## config.mk

```make
export PLATFORM = sky130hd
export DESIGN_NAME = buffer_writer
export DESIGN_NICKNAME = d
export VERILOG_FILES = /design/src/rtl/buffer_writer.sv
export SDC_FILE = /design/constraint.sdc
export NUM_CORES = 1
export LEC_CHECK = 0
export BUFFER_PORTS_ARGS = -buffer_cell sky130_fd_sc_hd__buf_2
export CORE_MARGIN = 2
export CORE_UTILIZATION = 25
export DETAILED_ROUTE_END_ITERATION = 8
export GPL_ROUTABILITY_DRIVEN = 0
export HOLD_SLACK_MARGIN = 0.05
export PLACE_DENSITY = 0.4
export REMOVE_ABC_BUFFERS = 1
export SYNTH_ARGS = -nofsm -noshare
export SYNTH_HDL_FRONTEND = slang
export SYNTH_SLANG_ARGS = --single-unit
```

## constraint.sdc

```tcl
create_clock -name pclk -period 2.95 [get_ports pclk]
set_clock_uncertainty 0.15 [all_clocks]
set_input_delay 0.1475 -clock pclk [delete_from_list [all_inputs] [get_ports pclk]]
set_output_delay 0.1475 -clock pclk [all_outputs]
set_load 0.1 [all_outputs]
```

## src/rtl/buffer_writer.sv

```systemverilog
// Character-buffer writer: turns a byte stream into cell writes with cursor, CR/LF/BS/FF handling.
// Optional macro AUTOWRAP_EN: a printable byte at the last column wraps to the next row and clears it.
module buffer_writer #(
    parameter int unsigned COLS = 80,
    parameter int unsigned ROWS = 24
) (
    input  logic        pclk,
    input  logic        clr,
    input  logic [7:0]  data,
    input  logic        valid,
    output logic        ready,
    output logic [10:0] buffer_addr,
    output logic [7:0]  buffer_din,
    output logic        buffer_wen,
    output logic [6:0]  cursor_col,
    output logic [4:0]  cursor_row
);

    localparam int unsigned CNT_W  = 12;
    localparam int unsigned ADDR_W = 11;
    localparam int unsigned COL_W  = 7;
    localparam int unsigned ROW_W  = 5;

    localparam logic [CNT_W-1:0]  L_COLS_CNT  = CNT_W'(COLS);
    localparam logic [CNT_W-1:0]  L_CELLS_CNT = CNT_W'(COLS * ROWS);
    localparam logic [ADDR_W-1:0] L_COLS_ADDR = ADDR_W'(COLS);
    localparam logic [COL_W-1:0]  L_LAST_COL  = COL_W'(COLS - 1);
    localparam logic [ROW_W-1:0]  L_LAST_ROW  = ROW_W'(ROWS - 1);

    localparam logic [7:0] CH_BS    = 8'h08;
    localparam logic [7:0] CH_LF    = 8'h0A;
    localparam logic [7:0] CH_FF    = 8'h0C;
    localparam logic [7:0] CH_CR    = 8'h0D;
    localparam logic [7:0] CH_SPACE = 8'h20;
    localparam logic [7:0] CH_TILDE = 8'h7E;

    typedef enum logic [1:0] {
        ST_IDLE,
        ST_CLEAR_LINE,
        ST_CLEAR_SCREEN
    } state_t;

    state_t              r_state;
    logic                r_ready;
    logic [ADDR_W-1:0]   r_addr;
    logic [7:0]          r_din;
    logic                r_wen;
    logic [COL_W-1:0]    r_col;
    logic [ROW_W-1:0]    r_row;
    logic [ADDR_W-1:0]   r_row_base;
    logic [CNT_W-1:0]    r_cnt;

    logic                w_xfer;
    logic                w_printable;
    logic                w_last_row;
    logic                w_last_col;
    logic [ROW_W-1:0]    w_next_row;
    logic [ADDR_W-1:0]   w_next_base;
    logic [ADDR_W-1:0]   w_char_addr;
    logic [ADDR_W-1:0]   w_line_addr;

    assign w_xfer      = valid & r_ready;
    assign w_printable = (data >= CH_SPACE) && (data <= CH_TILDE);
    assign w_last_row  = (r_row == L_LAST_ROW);
    assign w_last_col  = (r_col == L_LAST_COL);
    assign w_next_row  = w_last_row ? '0 : r_row + ROW_W'(1);
    // row_base tracks row*COLS incrementally so no multiplier is needed
    assign w_next_base = w_last_row ? '0 : r_row_base + L_COLS_ADDR;
    assign w_char_addr = r_row_base + ADDR_W'(r_col);
    assign w_line_addr = r_row_base + ADDR_W'(r_cnt);

    assign ready       = r_ready;
    assign buffer_addr = r_addr;
    assign buffer_din  = r_din;
    assign buffer_wen  = r_wen;
    assign cursor_col  = r_col;
    assign cursor_row  = r_row;

    always_ff @(posedge pclk) begin
        if (clr) begin
            r_state    <= ST_IDLE;
            r_ready    <= 1'b0;
            r_addr     <= '0;
            r_din      <= '0;
            r_wen      <= 1'b0;
            r_col      <= '0;
            r_row      <= '0;
            r_row_base <= '0;
            r_cnt      <= '0;
        end else begin
            r_wen <= 1'b0;
            case (r_state)
                ST_IDLE: begin
                    r_ready <= 1'b1;
                    if (w_xfer) begin
                        if (w_printable) begin
                            r_wen  <= 1'b1;
                            r_addr <= w_char_addr;
                            r_din  <= data;
`ifdef AUTOWRAP_EN
                            if (w_last_col) begin
                                r_col      <= '0;
                                r_row      <= w_next_row;
                                r_row_base <= w_next_base;
                                r_cnt      <= '0;
                                r_state    <= ST_CLEAR_LINE;
                                r_ready    <= 1'b0;
                            end else begin
                                r_col <= r_col + COL_W'(1);
                            end
`else
                            if (!w_last_col) begin
                                r_col <= r_col + COL_W'(1);
                            end
`endif
                        end else begin
                            case (data)
                                CH_CR: r_col <= '0;
                                CH_BS: if (r_col != '0) r_col <= r_col - COL_W'(1);
                                // first clear write issues with the LF so the line takes exactly COLS cycles
                                CH_LF: begin
                                    r_row      <= w_next_row;
                                    r_row_base <= w_next_base;
                                    r_wen      <= 1'b1;
                                    r_addr     <= w_next_base;
                                    r_din      <= CH_SPACE;
                                    r_cnt      <= CNT_W'(1);
                                    r_state    <= ST_CLEAR_LINE;
                                    r_ready    <= 1'b0;
                                end
                                CH_FF: begin
                                    r_wen   <= 1'b1;
                                    r_addr  <= '0;
                                    r_din   <= CH_SPACE;
                                    r_cnt   <= CNT_W'(1);
                                    r_state <= ST_CLEAR_SCREEN;
                                    r_ready <= 1'b0;
                                end
                                default: ;
                            endcase
                        end
                    end
                end
                ST_CLEAR_LINE: begin
                    if (r_cnt == L_COLS_CNT) begin
                        r_state <= ST_IDLE;
                        r_ready <= 1'b1;
                    end else begin
                        r_wen  <= 1'b1;
                        r_addr <= w_line_addr;
                        r_din  <= CH_SPACE;
                        r_cnt  <= r_cnt + CNT_W'(1);
                    end
                end
                ST_CLEAR_SCREEN: begin
                    if (r_cnt == L_CELLS_CNT) begin
                        r_state    <= ST_IDLE;
                        r_ready    <= 1'b1;
                        r_col      <= '0;
                        r_row      <= '0;
                        r_row_base <= '0;
                    end else begin
                        r_wen  <= 1'b1;
                        r_addr <= ADDR_W'(r_cnt);
                        r_din  <= CH_SPACE;
                        r_cnt  <= r_cnt + CNT_W'(1);
                    end
                end
                default: begin
                    r_state <= ST_IDLE;
                    r_ready <= 1'b1;
                end
            endcase
        end
    end

endmodule

```

Word level (Yosys, flattened, before mapping)
Cells that the tools add are included.
- muxes and demuxes: 55
- equal/unequal tests: 24
- reductions and logical operators: 13
- $add $sub $neg: 7
- bitwise gates (word level): 1
- order comparisons: 2
- operators by type and width (operator ; number):
    11-bit 2-to-1 mux ; 9
    12-bit 2-to-1 mux ; 5
    11-bit case mux with 2 select lines ; 2
    8-bit 2-to-1 mux ; 5
    12-bit case mux with 3 select lines ; 1
    7-bit 2-to-1 mux ; 5
    11-bit case mux with 3 select lines ; 1
    8-bit by 4-bit equality test with 1-bit output, second input constant ; 4
    7-bit case mux with 2 select lines ; 2
    5-bit 2-to-1 mux ; 5
    8-bit case mux with 3 select lines ; 1
    5-bit AND reduction ; 4
    2-bit != test, second input constant ; 7
    12-bit by 1-bit adder with 12-bit output, second input constant ; 1
    12-bit by 11-bit equality test with 1-bit output, second input constant ; 1
    12-bit by 7-bit equality test with 1-bit output, second input constant ; 1
    6-bit AND reduction ; 2
    11-bit adder ; 1
    11-bit by 7-bit adder with 11-bit output ; 1
    11-bit by 7-bit adder with 11-bit output, second input constant ; 1
    1-bit 2-to-1 mux ; 10
    5-bit case mux with 2 select lines ; 1
    8-bit by 6-bit >= comparator with 1-bit output, second input constant ; 1
    8-bit by 7-bit less-or-equal comparator with 1-bit output, second input constant ; 1
    24 further kinds ; 30
- input bits: 11
- output and inout port bits: 33
- bits in registers: 58
- word-level logic and storage cells: 111

Logic depth before layout (Yosys ltp)
- word-level depth: 6
- gate-level depth with buffers: 10
- mapped depth without buffers: 10

Worst setup path before layout
No wires, ideal clock.
- path type: register to register
- from: register r_col[0] (netlist: cursor_col[0])
- to: register r_addr[10] (netlist: buffer_addr[10])
- period minus slack after synthesis: 3.097 ns
- data required time: 2.705 ns
- data arrival time: 2.852 ns
- buffers on the path: 0
- stages on the path, launching flop included: 10
- path slack: -0.147 ns
- library setup time: 0.095 ns
- cells stage by stage: dfxtp_1 > ha_1 > fa_1 > a211oi_1 > o311a_1 > nor2_1 > xor2_1 > a21oi_1 > or4_1 > o311ai_1
- word-level cells in the longest chain between the ends: 4
- ends and longest elaborated chain (element ; RTL line ; RTL):
    start: declaration ; 48 ; logic [COL_W-1:0] r_col;
    start signal: assignment ; 113 ; r_col <= r_col + COL_W'(1);
    start signal: assignment ; 119 ; CH_BS: if (r_col != '0) r_col <= r_col - COL_W'(1);
    11-bit by 7-bit adder with 11-bit output ; 69 ; assign w_char_addr = r_row_base + ADDR_W'(r_col);
    11-bit 2-to-1 mux ; 96 ; if (w_printable) begin
    11-bit 2-to-1 mux ; 95 ; if (w_xfer) begin
    11-bit case mux with 3 select lines ; 92 ; case (r_state)
    end signal: assignment ; 98 ; r_addr <= w_char_addr;
    end signal: assignment ; 125 ; r_addr <= w_next_base;
    end signal: assignment ; 150 ; r_addr <= w_line_addr;
    end: declaration ; 45 ; logic [ADDR_W-1:0] r_addr;
Every way passes these cells. The select of a mux whose other input is x is not followed.
A chain may end at the register's enable or synchronous reset.

Worst setup path after layout
- from: input port data[7]
- to: register r_col[6] (netlist: cursor_col[6])
- word-level cells in the longest chain between the ends: 5
- elaborated cells between the ends (all ways): 13
- those cells by class: 2 x order compare; 5 x eq/ne; 4 x mux; 2 x reduce/logical
- ends and longest elaborated chain (element ; RTL line ; RTL):
    start: declaration ; 9 ; input logic [7:0] data,
    8-bit by 6-bit >= comparator with 1-bit output, or another cell as far along ; 63 ; assign w_printable = (data >= CH_SPACE) && (data <= CH_TILDE);
    1-bit logical AND / 7-bit case mux with 2 select lines (equally long branches) ; 63, 117 ;
    7-bit 2-to-1 mux ; 96 ;
    7-bit 2-to-1 mux ; 95 ;
    7-bit case mux with 2 select lines ; 92 ;
Parallel ways exist; a longest one is shown, timed or not. The select of a mux whose other input is x is not followed.

==> metrics <==
Final HPWL DP=10060 microns; Slew Limit Fails=0; combinational fraction of design power=18.0%; most frequent cells in the layout=60 x nor2_1, 58 x dfxtp_1, 53 x a21oi_1; Routed Antenna Nets=0; clk buf depth=2; critical path peak fanout=7; Seq/Total Area, Yosys=27.80%; Final period util=95.20%; H-Tree Depth=3; CP arrival=2.91 ns; r2r setup slk=0.26 ns; Worst-Skew Late Latency=0.34 ns; Synth async-reset ratio=0%; Worst Setup End Kind=register; flops & latches, synth=58; max cap viols=0; filler cell count=1812; area grow syn2layout=23.49%; Reg power frac=36.3%; Post-Synthesis Cells=541; worst rel slew slack=33.40%; HP Start=data[6]; P per Cell Area=435.7 mW/mm^2; worst hold path endpoint=buffer_din[5]$_SDFFE_PP0P_; Post-CTS Setup Bufs=0; CTS tree=built; R2R cell count=10; post-route setup TNS=0 ns; Nets=643; routed vias=4149; Root Buffer Master=clkbuf_16; Clock power frac=45.7%; drt via density=5.029; Reg-to-Reg Start=r_row_base[0]$_SDFFE_PP0P_; global route total overflow=0; CTS buffer count=9; FF-to-FF End=buffer_addr[10]$_SDFFE_PP0P_; site row count=47; final hold vios=0; Largest stage delay, worst path=0.60 ns; Hold Crit Class=in2reg; I/O pin total=44; # DRC=0; startpoint types=primary input; Avg Cell Area, Syn=7.720 sq um; final setup vio count=0; Die X=133.3 microns; die height=133.3 microns; largest net degree at the start of global routing=52; Pleak=2.066 nW; Initial Utilization=25.36%; EDFF count, synth=0; Pwr Total=2.247 mW; critical path cell sequence=dlygate4sd3_1, buf_2, or4_4, or4_1, a21o_1, or2_0, or3b_1, a21oi_1; CTS sink cnt=58; Worst-Margin Slew=0.9990 ns; wirelength, routed=13580 microns; status=finished clean; initial antenna violation count=0; Worst IR Drop VDD=0.2653 mV; n_diodes=0; Int Pwr=1.564 mW; ys flop type=dfxtp_1; clock period minus final worst setup slack=2.808 ns; RSZ-0062 raised after global routing=false; Mapped Area=0.004177 sq mm; fraction of layout cells with a size suffix above 1=17.02%; Slowest cell on crit path=or4_1; Ys Warns=0; drt initial violations=207; die footprint=0.01776 sq mm; hold depth=3; CP Data Required Time=3.05 ns; Hold Slack=0.08839 ns; CORE AREA=0.01647 sq mm; Max Fclk=356.1 MHz; Total GRT Usage=15.80%; clock slew at reported path FFs=0.05 ns; Pre-Repair DR Iteration Count=4; Port Buffers=43; DR WL/cell=16.46 microns; vias in the first global route=4055; first-pass GRT wire length=21920 microns; Yosys cell types=69; commonest non-fill, non-tap cell in the layout=nor2_1; P_sw=0.6830 mW; Net Sw Frac=30.39%; crit path kind=in2reg
## cell families after synthesis
logic type / count (synthesis) / synth area share (%)
compound gates: 155 / 24.87
simple gates: 217 / 26.96
flops: 58 / 27.80
mux: 3 / 0.7490
xor+xnor: 25 / 5.243
fa+ha+maj: 30 / 9.347
buf+inv: 53 / 5.033
## registers in the layout (all words and copies together) (netlist names)
name	flops
r_cnt	12
buffer_addr	11
r_row_base	11
buffer_din	8
cursor_col	7
cursor_row	5
r_state	2
buffer_wen	1
ready	1
## synthesized netlist by cell type, types with 5 or more instances
master / instances / share of area [%]
o21ai_0: 30 / 3.6
ha_1: 28 / 8.4
a221oi_1: 11 / 2.3
nor3_1: 21 / 2.5
a21oi_1: 53 / 6.4
nand3b_1: 5 / 0.90
xor2_1: 7 / 1.5
dfxtp_1: 58 / 28
nand4_1: 12 / 1.8
xnor2_1: 18 / 3.8
a21o_1: 8 / 1.4
nor2_1: 60 / 5.4
o21a_1: 5 / 0.90
nand2_1: 47 / 4.2
and2_1: 6 / 0.90
or4_1: 5 / 0.90
nand2b_1: 5 / 0.75
nand3_1: 13 / 1.6
or3_1: 8 / 1.2
a211oi_1: 6 / 1.1
clkbuf_1: 28 / 2.5
and3_1: 5 / 0.75
inv_1: 18 / 1.6
nor4_1: 6 / 0.90
## how the worst max path moves through the flow
stage / startpoint / end / slack (ns)
after CTS: data[7] / cursor_col[6]$_SDFFE_PP0P_ / 0.05
after global routing: data[2] / buffer_addr[7]$_SDFFE_PP0P_ / 0.01
final: data[7] / cursor_col[6]$_SDFFE_PP0P_ / 0.14
after detailed placement: data[4] / cursor_col[6]$_SDFFE_PP0P_ / 0.15
after floorplan: cursor_col[0]$_SDFFE_PP0P_ / buffer_addr[10]$_SDFFE_PP0P_ / -0.15
after global placement: data[4] / cursor_col[6]$_SDFFE_PP0P_ / 0.18
## worst max-delay path: cells and delay by family
kind / cells / cell delay, ns
AND/OR/NAND/NOR: 4 / 1.66
buffers and inverters: 2 / 0.67
AO/OA/AOI/OAI: 2 / 0.42
## through the flow
step | std cells | instance area (sq um) | util, % | worst slack [ns]
after CTS | 825 | 5142 | 31.23 | 0.04603
final | 825 | 5157 | 31.32 | 0.1416
after detailed placement | 803 | 4788 | 29.08 | 0.1470
after global placement | 803 | 4788 | 29.08 | 0.1799
after floorplan | 507 | 4038 | - | -0.1502
after global routing | 825 | 5157 | 31.32 | 0.01019
## repair_timing
action | CTS | global route
endpoints found under the setup margin | 0 | 11
endpoints found under the hold margin | 7 | 0
hold buffers | 8 | 0
resized for setup | 0 | 2
## metal layers
metal / routed length (microns) / global-route usage (%) / up-vias / share of wire [%]
met1: 6804 / 20.73 / 1942 / 50
li1: - / - / 2114 / -
met4: 316 / 6.560 / 0 / 2.3
met2: 6060 / 25.34 / 72 / 45
met3: 400 / 3.196 / 21 / 2.9
met5: 0 / 0 / - / 0
## area by class of cell
class,instances,area [sq um],area share [%]
inverters,19,71.32,1.383
flip-flops and latches,58,1161,22.51
clock buffers,10,229.0,4.440
clock inverters,4,45.04,0.8734
multi-input cells,430,2820,54.68
repair buffers,84,555.5,10.77
well taps,220,275.3,5.337
## power groups by stage
stage                     Sequential (mW)  Clock (mW)  Combinational, mW
final                               0.816        1.03              0.404
after global routing                0.818        1.10              0.438
after CTS                           0.816        1.07              0.404
after detailed placement            0.833           0              0.395
after global placement              0.833           0              0.392
after floorplan                     0.926           0              0.161
Note: power is estimated with default switching activity, not from simulation.
